$ cat config.mk
export PLATFORM = sky130hd
export DESIGN_NAME = nibble_serial_adder_ctrl
export DESIGN_NICKNAME = d
export VERILOG_FILES = /design/src/rtl/nibble_serial_adder_ctrl.sv
export SDC_FILE = /design/constraint.sdc
export NUM_CORES = 1
export LEC_CHECK = 0
export ABC_AREA = 1
export CAP_MARGIN = 20
export CORE_ASPECT_RATIO = 0.6
export CORE_MARGIN = 5
export CORE_UTILIZATION = 45
export DETAILED_ROUTE_END_ITERATION = 16
export GPL_ROUTABILITY_DRIVEN = 1
export GPL_TIMING_DRIVEN = 0
export PLACE_DENSITY_LB_ADDON = 0.3
export RECOVER_POWER = 25
export SYNTH_ARGS = -nofsm -noshare
export SYNTH_HDL_FRONTEND = slang
export SYNTH_SLANG_ARGS = --single-unit
$ cat constraint.sdc
create_clock -name clk -period 2.2 [get_ports clk]
set_clock_uncertainty 0.05 [all_clocks]
set_input_delay 0.44 -clock clk [delete_from_list [all_inputs] [get_ports clk]]
set_output_delay 0.44 -clock clk [all_outputs]
set_load 0.005 [all_outputs]
$ cat src/rtl/nibble_serial_adder_ctrl.sv
// nibble_serial_adder_ctrl: adds wide operands one nibble per clock through a shared external 4-bit adder.
// Optional SERIAL_ADD_OVF_EN adds the signed-overflow output ovf.
module nibble_serial_adder_ctrl #(
   parameter int NIBBLES = 4,
   localparam int W = 4*NIBBLES
) (
   input  logic         clk,
   input  logic         rst,
   input  logic         start_valid,
   output logic         start_ready,
   input  logic [W-1:0] op_a,
   input  logic [W-1:0] op_b,
   input  logic         op_cin,
   output logic [3:0]   add_a,
   output logic [3:0]   add_b,
   output logic         add_cin,
   input  logic [3:0]   add_sum,
   input  logic         add_carry,
   output logic         res_valid,
   input  logic         res_ready,
   output logic [W-1:0] result,
   output logic         cout,
   output logic         busy
`ifdef SERIAL_ADD_OVF_EN
   ,output logic        ovf
`endif
);
   typedef enum logic [1:0] {IDLE, RUN, DONE} state_t;
   state_t state;
   logic [W-1:0] a_sh, b_sh;
   logic carry_reg;
   logic [4:0] cnt;
   logic last;
   assign last = cnt == 5'(NIBBLES-1);
   // operand shifters drain to zero by DONE, so the adder inputs idle at 0 without extra gating
   assign add_a = a_sh[3:0];
   assign add_b = b_sh[3:0];
   assign add_cin = (state == RUN) && carry_reg;
   assign start_ready = state == IDLE;
   assign res_valid = state == DONE;
   assign busy = state != IDLE;
   assign cout = carry_reg;
   always_ff @(posedge clk or posedge rst) begin
      if (rst) begin
         state <= IDLE;
         a_sh <= '0;
         b_sh <= '0;
         carry_reg <= 1'b0;
         cnt <= '0;
         result <= '0;
`ifdef SERIAL_ADD_OVF_EN
         ovf <= 1'b0;
`endif
      end else begin
         case (state)
            IDLE: if (start_valid) begin
               a_sh <= op_a;
               b_sh <= op_b;
               carry_reg <= op_cin;
               cnt <= '0;
               result <= '0;
`ifdef SERIAL_ADD_OVF_EN
               ovf <= 1'b0;
`endif
               state <= RUN;
            end
            RUN: begin
               result <= {add_sum, result[W-1:4]};
               carry_reg <= add_carry;
               a_sh <= a_sh >> 4;
               b_sh <= b_sh >> 4;
               cnt <= cnt + 5'd1;
               if (last) begin
                  state <= DONE;
`ifdef SERIAL_ADD_OVF_EN
                  ovf <= (add_a[3] == add_b[3]) && (add_sum[3] != add_a[3]);
`endif
               end
            end
            DONE: if (res_ready) state <= IDLE;
            default: state <= IDLE;
         endcase
      end
   end
endmodule

==> results.md, run 1 <==
- The die is 68.5 um tall.
- IR analysis of the VDD net gives a maximum drop of 0.616 mV.
- The average wire length per cell after detail routing is 15.0 um.
- The die covers 0.00735 mm2.
- The congestion estimate from routability-driven global placement came to 0.802.
- The number of global-route vias before repair is 2273.
- The total power consumption of the routed design is 4.54 mW.
- The finished cells cover 0.00348 mm2.
- The category of the worst setup path capture point is a primary output.
- For this run, the number of standard cells in the final layout without fillers is 450.
- The wire-length estimate of the detail-placed layout is 4.77 mm.
- The maximum net fanout on the critical path is 10.
- In the detailed route, the total length drawn on met3 is 690 um.
- The power per standard cell area is 1310 mW/mm2.
- The time the worst path needs with I/O delays and setup is 2070 ps.
- By startpoint and endpoint, the worst setup path is classified as reg -> out.
- The most frequent cell after synthesis is sky130_fd_sc_hd__nand3_1.
- The utilization after layout is 62.7%.
- The startpoint identified for the worst register-to-register timing path is state[1].
- The slew of the pin with the lowest slew margin is 746 ps.
- Traced cell by cell, the critical path runs through inv_2 > nand2_2 > buf_6 > buf_4 > nor2_1 > dlygate4sd2_1.
- Setup repair after global routing left no endpoint under its margin.
- The share of synthesized registers carrying an async set or reset is 100%.
- The initial antenna violation count is 0.
- The H-tree was split into 2 levels.
- The count of synthesis-stage warnings from yosys is 0.
- The highest layer touched by signal routing is met4.
- OpenSTA, run right after detailed placement, puts the worst setup slack at 211 ps.
- The kind of start point of the critical path is a flip-flop.
- The die extent in x is 107 um.
- Once detail routing completed, the nets flagged for antenna violations numbered 0.
- In the final design database the tool counted 414 nets.
- The first detailed-routing pass took 4 iterations.
- Row generation in the floorplan step produced 21 rows.
- The cell accounting for the most synthesized area is sky130_fd_sc_hd__dfrtp_1.
- The gate count of the mapped netlist is 292.
- The cell count after placement is 442.
- The most critical setup path has its startpoint at state[1].
- Across the run, the number of max-cap violations was 0.
- The clock insertion delay at the later pin of the skew report is 310 ps.
- For this block, wires on met1 add up to 3.10 mm.
- Entering global routing, the biggest net connects 38 pins.
- Summed over all failing endpoints, the final setup total negative slack is 0 ps.
- Once placement finished, the instance area stood at 0.00337 mm2.
- Ranked by total cell area, the synthesized netlist is headed by sky130_fd_sc_hd__dfrtp_1 55%, sky130_fd_sc_hd__nand3_1 20%, sky130_fd_sc_hd__nand2_1 9.2%.
- For this design, the slowest cell found on the critical path is sky130_fd_sc_hd__dfrtp_1.
- The detailed-route vias per instance is 5.27.
- The root buffer cell chosen for the clock tree is sky130_fd_sc_hd__clkbuf_8.
- The initial standard-cell utilization of the core is 46.2%.
- The CTS tree is built.
- The run finished with clean final reports.
- The net count after synthesis is 335.
- The region available for standard cell placement spans 0.00554 mm2.
- Data on the critical path arrives at its endpoint at 1580 ps.
- Global routing consumed, over all layers together, 19.2% of the routing resources.
- The number of hold violations in the final report is 0.
- The synthesized area per cell is 8.78 um2.
- The clock drives 56 sinks.
- Input and output buffers added on the ports amount to 69.
- The largest stage delay on the critical path is 430 ps.
- The clock input transition at the sequential cells of the worst setup and hold paths is 90 ps.
- The synthesis-to-finish area growth is 35.6%.
- Setup violations remaining at the end of the flow were counted as 0.
- The share of the Yosys chip area taken by registers is 54.7%.
- The total number of vias is 2371.
- The remaining routing DRC violations is 0.
- The main flop type after synthesis is sky130_fd_sc_hd__dfrtp_1.
- Static timing analysis puts the maximum clock frequency at 0.484 GHz.
- The clock passes through at most 2 buffers.
- The min-delay analysis places its worst path in the category in -> reg.
- The number of top-level pins is 71.
- The total met2 wirelength after detailed routing is 2.92 mm.
- Counting instances in the post-synthesis netlist gives the leading cell types as 101 x sky130_fd_sc_hd__nand3_1, 63 x sky130_fd_sc_hd__nand2_1, 56 x sky130_fd_sc_hd__dfrtp_1, 13 x sky130_fd_sc_hd__buf_4, 12 x sky130_fd_sc_hd__inv_1.
- The final period utilization is 94.0%.
- The count of hold-fix buffers inserted at cts is 0.
- The antenna cell count is 0.
- The fraction of final layout cells with drive strength greater than 1 is 11.6%.
- The final hold slack is 430 ps.
- In this run, the number of DRC markers left after iteration 0 of detailed routing was 153.
- The number of library cell types mapped by synthesis is 21.
- In this run the tightest slew margin relative to its limit is 50.2%.
- The number of max-slew violations in the final report is 0.
- After synthesis the cells add up to 0.00256 mm2.
- The share of synthesized area in the top cell type comes to 54.7%.
- For the worst setup path, the data required time is 1710 ps.
- The final routed wirelength across all metal layers is 6.76 mm.
- The leftover overflow at the end of global routing is 0.
- After synthesis the netlist holds a flip-flop and latch count of 56.
- The number of buffers created by CTS is 5.
- Yosys mapped a number of flops with a built-in enable equal to 0.
- The final worst slack is 133 ps.
- The worst hold path startpoint is start_valid.
- The leakage dissipation is 1.65 nW.
- The first global-routing pass estimated 11.1 mm of wire.
[routing by layer]
layer,GRT usage [%],up-vias
met5,0,-
met4,3.62,0
met3,7.16,6
met2,28.7,107
met1,27.1,1141
li1,-,1117
[worst max-delay path, delay by kind of cell, from the launching register on]
| family | cells | cell delay (ps) |
|---|---|---|
| simple gates | 2 | 170 |
| buf+inv | 4 | 660 |
| flops | 1 | 430 |
[sequential cells by signal, summed over array words and instances (netlist names)]
register / cells
b_sh: 16
a_sh: 16
state: 2
result: 16
cout: 1
cnt: 5
[path summary, 6_finish.rpt]
path / depth (start not counted) / slack [ps] / endpoint
worst min-delay path: 3 / 430 / a_sh[6]
worst max-delay path: 6 / 130 / add_cin
worst min register to register: 2 / 450 / b_sh[6]
min in group asynchronous: 2 / 640 / b_sh[9]
max in group asynchronous: 3 / 420 / a_sh[7]
worst max register to register: 6 / 810 / a_sh[4]
[placed cells by master (no fill, tap or decap), types with 2 or more instances in the layout]
master                            Yosys  layout
sky130_fd_sc_hd__inv_1               12      12
sky130_fd_sc_hd__buf_4               13      16
sky130_fd_sc_hd__nand3_1            101     101
sky130_fd_sc_hd__inv_2                3       3
sky130_fd_sc_hd__buf_6                4       4
sky130_fd_sc_hd__o22ai_1              3       3
sky130_fd_sc_hd__buf_2                9       8
sky130_fd_sc_hd__nand2_2              3       3
sky130_fd_sc_hd__dfrtp_1             56      56
sky130_fd_sc_hd__nand4_1              2       2
sky130_fd_sc_hd__o21ai_1              4       4
sky130_fd_sc_hd__nor2_1               4       4
sky130_fd_sc_hd__nand2_1             63      63
sky130_fd_sc_hd__o21ai_0              7       7
sky130_fd_sc_hd__clkbuf_8             0       5
sky130_fd_sc_hd__clkdlybuf4s50_1      0      67
sky130_fd_sc_hd__buf_1                2       2
[power breakdown]
group	leakage [nW]	internal, mW	total, mW	switching, mW
Sequential	0.730	1.42	1.66	0.248
Clock	0.0501	0.327	0.652	0.325
Combinational	0.871	1.05	2.22	1.18
Total	1.65	2.79	4.54	1.75
[layout make-up]
| class | instances | area [um2] |
|---|---|---|
| timing repair buffer | 72 | 712 |
| clock inverter | 1 | 30.0 |
| fill | 490 | 2070 |
| multi-input combinational | 192 | 906 |
| sequential | 56 | 1400 |
| clock buffer | 5 | 68.8 |
| inverter | 15 | 56.3 |
| buffer | 29 | 201 |
| tap | 80 | 100 |
[repair_timing]
item	in CTS	in global routing
endpoints found under the setup margin	2	0
buffers inserted	2	0
gates resized for setup	2	0
[kinds of logic after synthesis]
logic type | share of synthesized area (%)
compound gates | 3.08
xor+xnor | 0.342
fa+ha+maj | 0.488
buf+inv | 9.96
flops | 54.7
simple gates | 31.4
Note: power is estimated with default switching activity, not from simulation.
==> run 2, diff against run 1 <==
--- a/config.mk
+++ b/config.mk
@@ -10,6 +10,7 @@
 export CORE_ASPECT_RATIO = 0.6
 export CORE_MARGIN = 5
 export CORE_UTILIZATION = 45
+export CTS_BUF_LIST = sky130_fd_sc_hd__clkbuf_4 sky130_fd_sc_hd__clkbuf_8
 export DETAILED_ROUTE_END_ITERATION = 16
 export GPL_ROUTABILITY_DRIVEN = 1
 export GPL_TIMING_DRIVEN = 0
@@ -18,3 +19,4 @@
 export SYNTH_ARGS = -nofsm -noshare
 export SYNTH_HDL_FRONTEND = slang
 export SYNTH_SLANG_ARGS = --single-unit
+export TNS_END_PERCENT = 5
==> run 2 against run 1 <==
Final cell count decreased by 0.44%. Power down 1.1%. Sequential share of layout area up 0.15 points. Routed wire length fell by 1.5%. Count of clock-buffer cells in the layout is the same. Sequential power about the same. Clock power about the same. Combinational power shrank 2%. Final area is 0.36% lower. Critical path type unchanged. Critical endpoint is now busy. Highest routed layer unchanged.
==> results.md, run 2 (synthesis gave the netlist of run 1 again) <==
- The switching component of the power is 1.73 mW.
- 0 antenna diodes ended up in the layout.
- Once detail routing completed, the nets flagged for antenna violations numbered 0.
- The relative contribution of sequential cells to total power is 37.0%.
- Once the clock tree was built, the setup fixing pass inserted 0 buffers.
- The final-stage net count is 412.
- The worst setup path is of the reg -> out kind.
- The CTS tree is built.
- The library cell used most frequently in the layout, excluding fill and tap cells, is sky130_fd_sc_hd__nand3_1.
- Global routing consumed, over all layers together, 19.1% of the routing resources.
- Across the VDD grid, the largest voltage drop is 0.614 mV.
- The die covers 0.00735 mm2.
- The HPWL after detailed placement is 4.77 mm.
- The die extent in x is 107 um.
- The weighted congestion reported at the end of routability-driven placement is 0.802.
- The number of cells in the finished layout apart from fillers is 448.
- The average wire length per cell after detail routing is 14.9 um.
- The total area inside the core boundary comes to 0.00554 mm2.
- Summing all flip-flop and latch instances after layout gives 0.00140 mm2.
- Counting instances, the worst hold path has a depth of 3.
- In the routed layout, each cell is associated on average with a via count of 5.17.
- The number of max-slew violations in the final report is 0.
- After clock tree synthesis, the flow added hold-fix buffers numbering 0.
- The first-pass GRT wire length is 11.0 mm.
- The filler cell count in the final layout is 497.
- The slew of the pin with the lowest slew margin is 758 ps.
- The worst-case headroom to the max-slew limit is 49.4%.
- Of the total power, the share spent switching nets is 38.5%.
- The worst register-to-register path has a depth of 5.
- Dividing total power by cell area gives a power density of 1300 mW/mm2.
- The share of power burned in combinational logic is 48.5%.
- STA classifies the critical path startpoint as a flip-flop.
- The upper clock frequency limit is 0.485 GHz.
- The synthesis-to-finish area growth is 35.2%.
- The number of resized instances in the post-cts repair step is 4.
- The largest single stage delay on the critical path is 490 ps.
- The leakage dissipation is 1.64 nW.
- The fraction of final layout cells with drive strength greater than 1 is 11.1%.
- The worst setup path is captured at a primary output.
- Summed over all layers, the global routing overflow is 0.
- Port buffering added 69 buffers.
- The final setup TNS is 0 ps.
- The initial standard-cell utilization of the core is 46.2%.
- Walking the worst path, the cells encountered are nor2_4 > inv_2 > clkdlybuf4s50_1.
- The path class of the tightest hold or removal check is in -> reg.
- The cell at the root of the clock tree is sky130_fd_sc_hd__clkbuf_8.
- In the finished design, the share of the clock period the worst path needs comes to 93.7%.
- The pre-antenna-repair detailed-routing pass consisted of 4 iterations.
- The family with the most delay on the worst path is buffers and inverters.
- The number of buffers and inverters on the critical path is 2.
- The remaining routing DRC violations is 0.
- The area used by multi-input combinational logic is 906 um2.
- The utilization after layout is 62.5%.
- Leaving out fill and tap cells, the most frequent cells in the layout are 101 x sky130_fd_sc_hd__nand3_1, 66 x sky130_fd_sc_hd__clkdlybuf4s50_1, 63 x sky130_fd_sc_hd__nand2_1.
- The clock input transition at the sequential cells of the worst setup and hold paths is 90 ps.
- Along the worst path, the maximum fanout reaches 9.
- The run finished with clean final reports.
- Per report_power, the clock group accounts for 14.5% of the total.
- The max-cap violation count is 0.
- In this run the core area contains 21 standard-cell rows.
- The number of global-route vias before repair was 2264.
- Setup repair after global routing left no endpoint under its margin.
- Counting buffers and inverters, the worst setup path is 3 cells deep.
- The initial antenna violation count came to 0.
- In the final layout, the registers with the most flip-flops are a_sh x16, b_sh x16, result x16.
- In this run the number of H-tree levels came out at 2.
- The final setup violation count is 0.
- The routed design could run at a clock period as short as 2060 ps.
- The worst setup slack after placement is 211 ps.
- The final hold slack is 427 ps.
- The largest individual stage delay along the critical path comes from the cell sky130_fd_sc_hd__clkdlybuf4s50_1.
- For the worst setup path, the data arrival time is 1570 ps.
- The routed design has 6.66 mm of wire.
- The clock insertion delay at the later pin of the skew report is 310 ps.
- The final worst slack is 138 ps.
- The cell count after placement is 442.
- The die outline height is 68.5 um.
- The maximum number of pins on one net before global-route repair is 38.
- 71 I/O pins were placed.
- The tree built by TritonCTS fans out to 56 sinks.
- Detailed routing inserted a total of 2318 vias.
- The number of hold violations in the final report came to 0.
- The clock passes through at most 2 buffers.
- The number of buffers created by CTS is 5.
- At the worst endpoint, the required time is 1710 ps.
- The cell internal power dissipation is 2.76 mW.
- The first routing iteration left 115 violations.
-- run 2: cell count changes in the layout (fill, tap and decap cells not counted) --
cell / change
sky130_fd_sc_hd__dlygate4sd2_1: +1
sky130_fd_sc_hd__clkdlybuf4s50_1: -1
sky130_fd_sc_hd__buf_4: -3
sky130_fd_sc_hd__buf_6: +1
-- run 2: final cells by class --
| type | count | share of cell area, % |
|---|---|---|
| clock inverters | 1 | 0.867 |
| clock buffers | 5 | 1.99 |
| plain buffers | 29 | 5.92 |
| multi-input cells | 192 | 26.2 |
| well taps | 80 | 2.89 |
| inverters | 15 | 1.63 |
| flip-flops and latches | 56 | 40.5 |
| repair buffers | 70 | 20.1 |
-- run 2: power by group through the flow --
stage / clock network (mW) / logic, mW / registers (mW)
floorplan: 0 / 1.31 / 1.64
global placement: 0 / 2.13 / 1.66
detailed placement: 0 / 2.18 / 1.67
CTS: 0.656 / 2.19 / 1.66
global route: 0.697 / 2.40 / 1.71
finish: 0.650 / 2.18 / 1.66
-- run 2: worst paths after layout --
kind / start / endpoint / slack [ps]
setup reg to reg: state[1] / b_sh[14] / 850
min in group asynchronous: rst / b_sh[1] / 640
setup / recovery: state[1] / busy / 140
max in group asynchronous: rst / a_sh[7] / 410
hold reg to reg: b_sh[10] / b_sh[6] / 450
hold / removal: start_valid / a_sh[6] / 430
-- run 2: metrics by stage --
stage / instance area (um2) / power, mW
floorplan: 2560 / 2.95
global placement: 3350 / 3.79
detailed placement: 3370 / 3.85
CTS: 3480 / 4.51
global route: 3460 / 4.81
finish: 3460 / 4.49
-- run 2: worst register-to-register path: stages (launching register included) --
cell and delay (ps):
sky130_fd_sc_hd__dfrtp_1 420, sky130_fd_sc_hd__nor2_4 270, sky130_fd_sc_hd__inv_2 90, sky130_fd_sc_hd__nor2_2 290
sky130_fd_sc_hd__nand2_1 90, sky130_fd_sc_hd__nand2_1 80
-- run 2: metal layers --
layer  track usage, %  wire length, um  up-vias  share of wire, %
li1                 -                -     1115                 -
met4             3.62               38        0              0.57
met1             26.9             3120     1099                47
met3             7.16              698        6                10
met5                0                0        -                 0
met2             28.5             2800       98                42
==> run 3, diff against run 2 <==
--- a/config.mk
+++ b/config.mk
@@ -7,15 +7,18 @@
 export LEC_CHECK = 0
 export ABC_AREA = 1
 export CAP_MARGIN = 20
+export CELL_PAD_IN_SITES_DETAIL_PLACEMENT = 1
+export CELL_PAD_IN_SITES_GLOBAL_PLACEMENT = 1
 export CORE_ASPECT_RATIO = 0.6
 export CORE_MARGIN = 5
-export CORE_UTILIZATION = 45
-export CTS_BUF_LIST = sky130_fd_sc_hd__clkbuf_4 sky130_fd_sc_hd__clkbuf_8
+export CORE_UTILIZATION = 35
+export CTS_BUF_LIST = sky130_fd_sc_hd__clkbuf_4 sky130_fd_sc_hd__clkbuf_8 sky130_fd_sc_hd__clkbuf_16
 export DETAILED_ROUTE_END_ITERATION = 16
 export GPL_ROUTABILITY_DRIVEN = 1
 export GPL_TIMING_DRIVEN = 0
 export PLACE_DENSITY_LB_ADDON = 0.3
 export RECOVER_POWER = 25
+export SLEW_MARGIN = 10
 export SYNTH_ARGS = -nofsm -noshare
 export SYNTH_HDL_FRONTEND = slang
 export SYNTH_SLANG_ARGS = --single-unit
==> run 3 against run 2 <==
Register-to-register slack got worse by 40 ps. Final cell count up 2.9%. Critical path type unchanged. Utilization decreased by 13 points. Power up 4.8%. Final area rose by 2.6%.
==> results.md, run 3 (synthesis gave the netlist of run 1 again) <==
- Cells with a size suffix above 1 make up 11.6% of the layout.
- Setup repair after global routing could not meet its margin everywhere.
- The final period utilization is 98.9%.
- IR analysis of the VDD net gives a maximum drop of 0.485 mV.
- The largest registers in the layout are a_sh x16, b_sh x16, result x16.
- The final routed wirelength across all metal layers is 7.57 mm.
- TritonCTS built the clock tree.
- The initial antenna violation count is 0.
- The first-pass GRT wire length is 12.8 mm.
- After layout, the worst setup slack is 24.5 ps.
- Summing all flip-flop and latch instances after layout gives 0.00140 mm2.
- The number of cells in the finished layout apart from fillers is 461.
- The standard cell core area is 0.00721 mm2.
- The initial standard-cell utilization of the core is 35.6%.
- Global routing consumed, over all layers together, 17.1% of the routing resources.
- The area used by multi-input combinational logic is 906 um2.
- The die outline height is 76.3 um.
- The worst setup path is launched from a flip-flop.
- Headroom to the max-slew limit came out at 35.7%.
- The final standard cell area without fillers is 0.00355 mm2.
- Data on the critical path is required at its endpoint by 1710 ps.
- Counting I/O delays and the setup requirement, the final critical path takes 2180 ps.
- For this run, design rule violations remaining after detail routing come to 0.
- OpenSTA, run right after detailed placement, puts the worst setup slack at 194 ps.
- The number of buffers created by CTS is 5.
- The count of standard-cell rows is 24.
- The clock share of power is 16.5%.
- The library cell used most frequently in the layout, excluding fill and tap cells, is sky130_fd_sc_hd__nand3_1.
- The remaining number of nets flagged by the antenna check after routing is 0.
- The arrival time of data at the critical path endpoint is 1690 ps.
- The congestion estimate from routability-driven global placement came to 0.756.
- The max-cap violation count is 0.
- The category of the worst setup path capture point is a primary output.
- The maximum number of pins on one net before global-route repair is 36.
- The cell count after placement is 454.
- The first detailed-routing pass ran for 4 iterations.
- The utilization after layout is 49.3%.
- The clock insertion delay at the later pin of the skew report is 280 ps.
- After detailed placement, the total cell area comes to 0.00341 mm2.
- The total overflow left after global routing is 0.
- The number of sinks handled by clock tree synthesis is 56.
- From synthesis to final layout, the design area changed by 38.7%.
- The upper clock frequency limit is 0.460 GHz.
- The H-tree depth is 2.
- The wire-length estimate of the detail-placed layout is 5.58 mm.
- The DRC marker count from the first detailed-route iteration is 115.
- The average wire length per cell after detail routing is 16.4 um.
- The maximum net fanout on the critical path is 10.
- In this run the power density over the cells is 1320 mW/mm2.
- Clock-pin slew was measured on the worst setup and hold paths at 70 ps.
- The critical path is of the reg -> out type.
- Hold is met by 452 ps.
- Setup violations remaining at the end of the flow were counted as 0.
- The final-stage net count is 413.
- The root buffer cell chosen for the clock tree is sky130_fd_sc_hd__clkbuf_16.
- In this run the static leakage power is 1.68 nW.
- The number of top-level pins is 71.
- The antenna cell count is 0.
- The top cell types in the final layout, fill and taps aside, are 101 x sky130_fd_sc_hd__nand3_1, 67 x sky130_fd_sc_hd__clkdlybuf4s50_1, 63 x sky130_fd_sc_hd__nand2_1.
- The slew of the pin with the lowest slew margin is 964 ps.
- The switching component of the power is 1.81 mW.
- The number of hold violations in the final report is 0.
- The filler cell count in the final layout is 853.
- Sequential cells account for 35.6% of the total power.
- The detailed-route vias per instance is 5.00.
- In this run the worst hold path is classified as reg -> reg.
- Of the total power, the share spent switching nets is 38.4%.
- The die is 120 um wide.
- Hold repair after CTS inserted 0 buffers.
- The number of I/O port buffers is 69.
- After routing, the total negative slack on setup checks comes to 0 ps.
- The clock passes through at most 2 buffers.
- The number of global-route vias before repair is 2514.
- The die covers 0.00919 mm2.
- The routed layout has 2303 vias.
- The share of power burned in combinational logic is 48.0%.
- The run finished with clean final reports.
- The number of max-slew violations in the final report was 0.
- Summing internal, switching and leakage power gives 4.71 mW.
- The cell internal power dissipation is 2.90 mW.
## run 3: cell types whose count changed in the layout (fill, tap and decap cells not counted)
cell	change
sky130_fd_sc_hd__clkbuf_16	+5
sky130_fd_sc_hd__clkbuf_8	-5
sky130_fd_sc_hd__dlygate4sd2_1	-2
sky130_fd_sc_hd__buf_12	+1
sky130_fd_sc_hd__buf_16	+1
sky130_fd_sc_hd__buf_6	-1
sky130_fd_sc_hd__bufinv_16	-1
sky130_fd_sc_hd__clkbuf_2	+1
sky130_fd_sc_hd__clkdlybuf4s50_1	+1
sky130_fd_sc_hd__clkinv_1	+1
sky130_fd_sc_hd__clkinv_2	+1
sky130_fd_sc_hd__dlymetal6s2s_1	+1
sky130_fd_sc_hd__inv_1	-1
## run 3: what timing repair did
| action | 4_1_cts | 5_1_grt |
|---|---|---|
| cloned | 0 | 0 |
| setup buffers | 1 | 0 |
| pin swaps | 1 | 0 |
| setup endpoints to repair | 2 | 2 |
| resized for setup | 2 | 3 |
| endpoints found under the hold margin | 0 | 0 |
## run 3: area by class of cell
| type | instances | share of cell area (%) |
|---|---|---|
| clock inverter | 1 | 0.141 |
| multi-input combinational | 192 | 25.5 |
| sequential | 56 | 39.4 |
| timing repair buffer | 72 | 20.6 |
| tap | 91 | 3.20 |
| clock buffer | 6 | 3.73 |
| buffer | 28 | 5.81 |
| inverter | 15 | 1.58 |
## run 3: per-layer routing
metal  part of all wire (%)  vias to the layer above  global-route usage (%)
met3                    4.4                        4                    4.15
met1                     49                     1134                    24.4
li1                       -                     1119                       -
met4                   0.36                        0                    2.38
met5                      0                        -                       0
met2                     46                       46                    27.1
## run 3: final timing paths
| kind | startpoint | end | slack [ps] | cells after the start |
|---|---|---|---|---|
| min in group asynchronous | rst | result[7] | 840 | 3 |
| setup reg to reg | state[1] | b_sh[15] | 810 | 5 |
| hold reg to reg | b_sh[8] | b_sh[4] | 450 | 2 |
| setup / recovery | state[1] | start_ready | 20 | 3 |
| hold / removal | b_sh[8] | b_sh[4] | 450 | 2 |
| max in group asynchronous | rst | a_sh[14] | 630 | 4 |
## run 3: power by group through the flow
stage / Clock, mW / Combinational (mW) / Sequential, mW
after floorplan: 0 / 1.31 / 1.64
after global placement: 0 / 2.17 / 1.67
after detailed placement: 0 / 2.25 / 1.69
after CTS: 0.789 / 2.27 / 1.67
after global routing: 0.835 / 2.49 / 1.73
final: 0.775 / 2.26 / 1.67
## run 3: critical path: stages, from the launching register on
cell and delay [ps]:
sky130_fd_sc_hd__dfrtp_1 410, sky130_fd_sc_hd__nor2_4 280, sky130_fd_sc_hd__buf_6 200, sky130_fd_sc_hd__clkdlybuf4s50_1 510
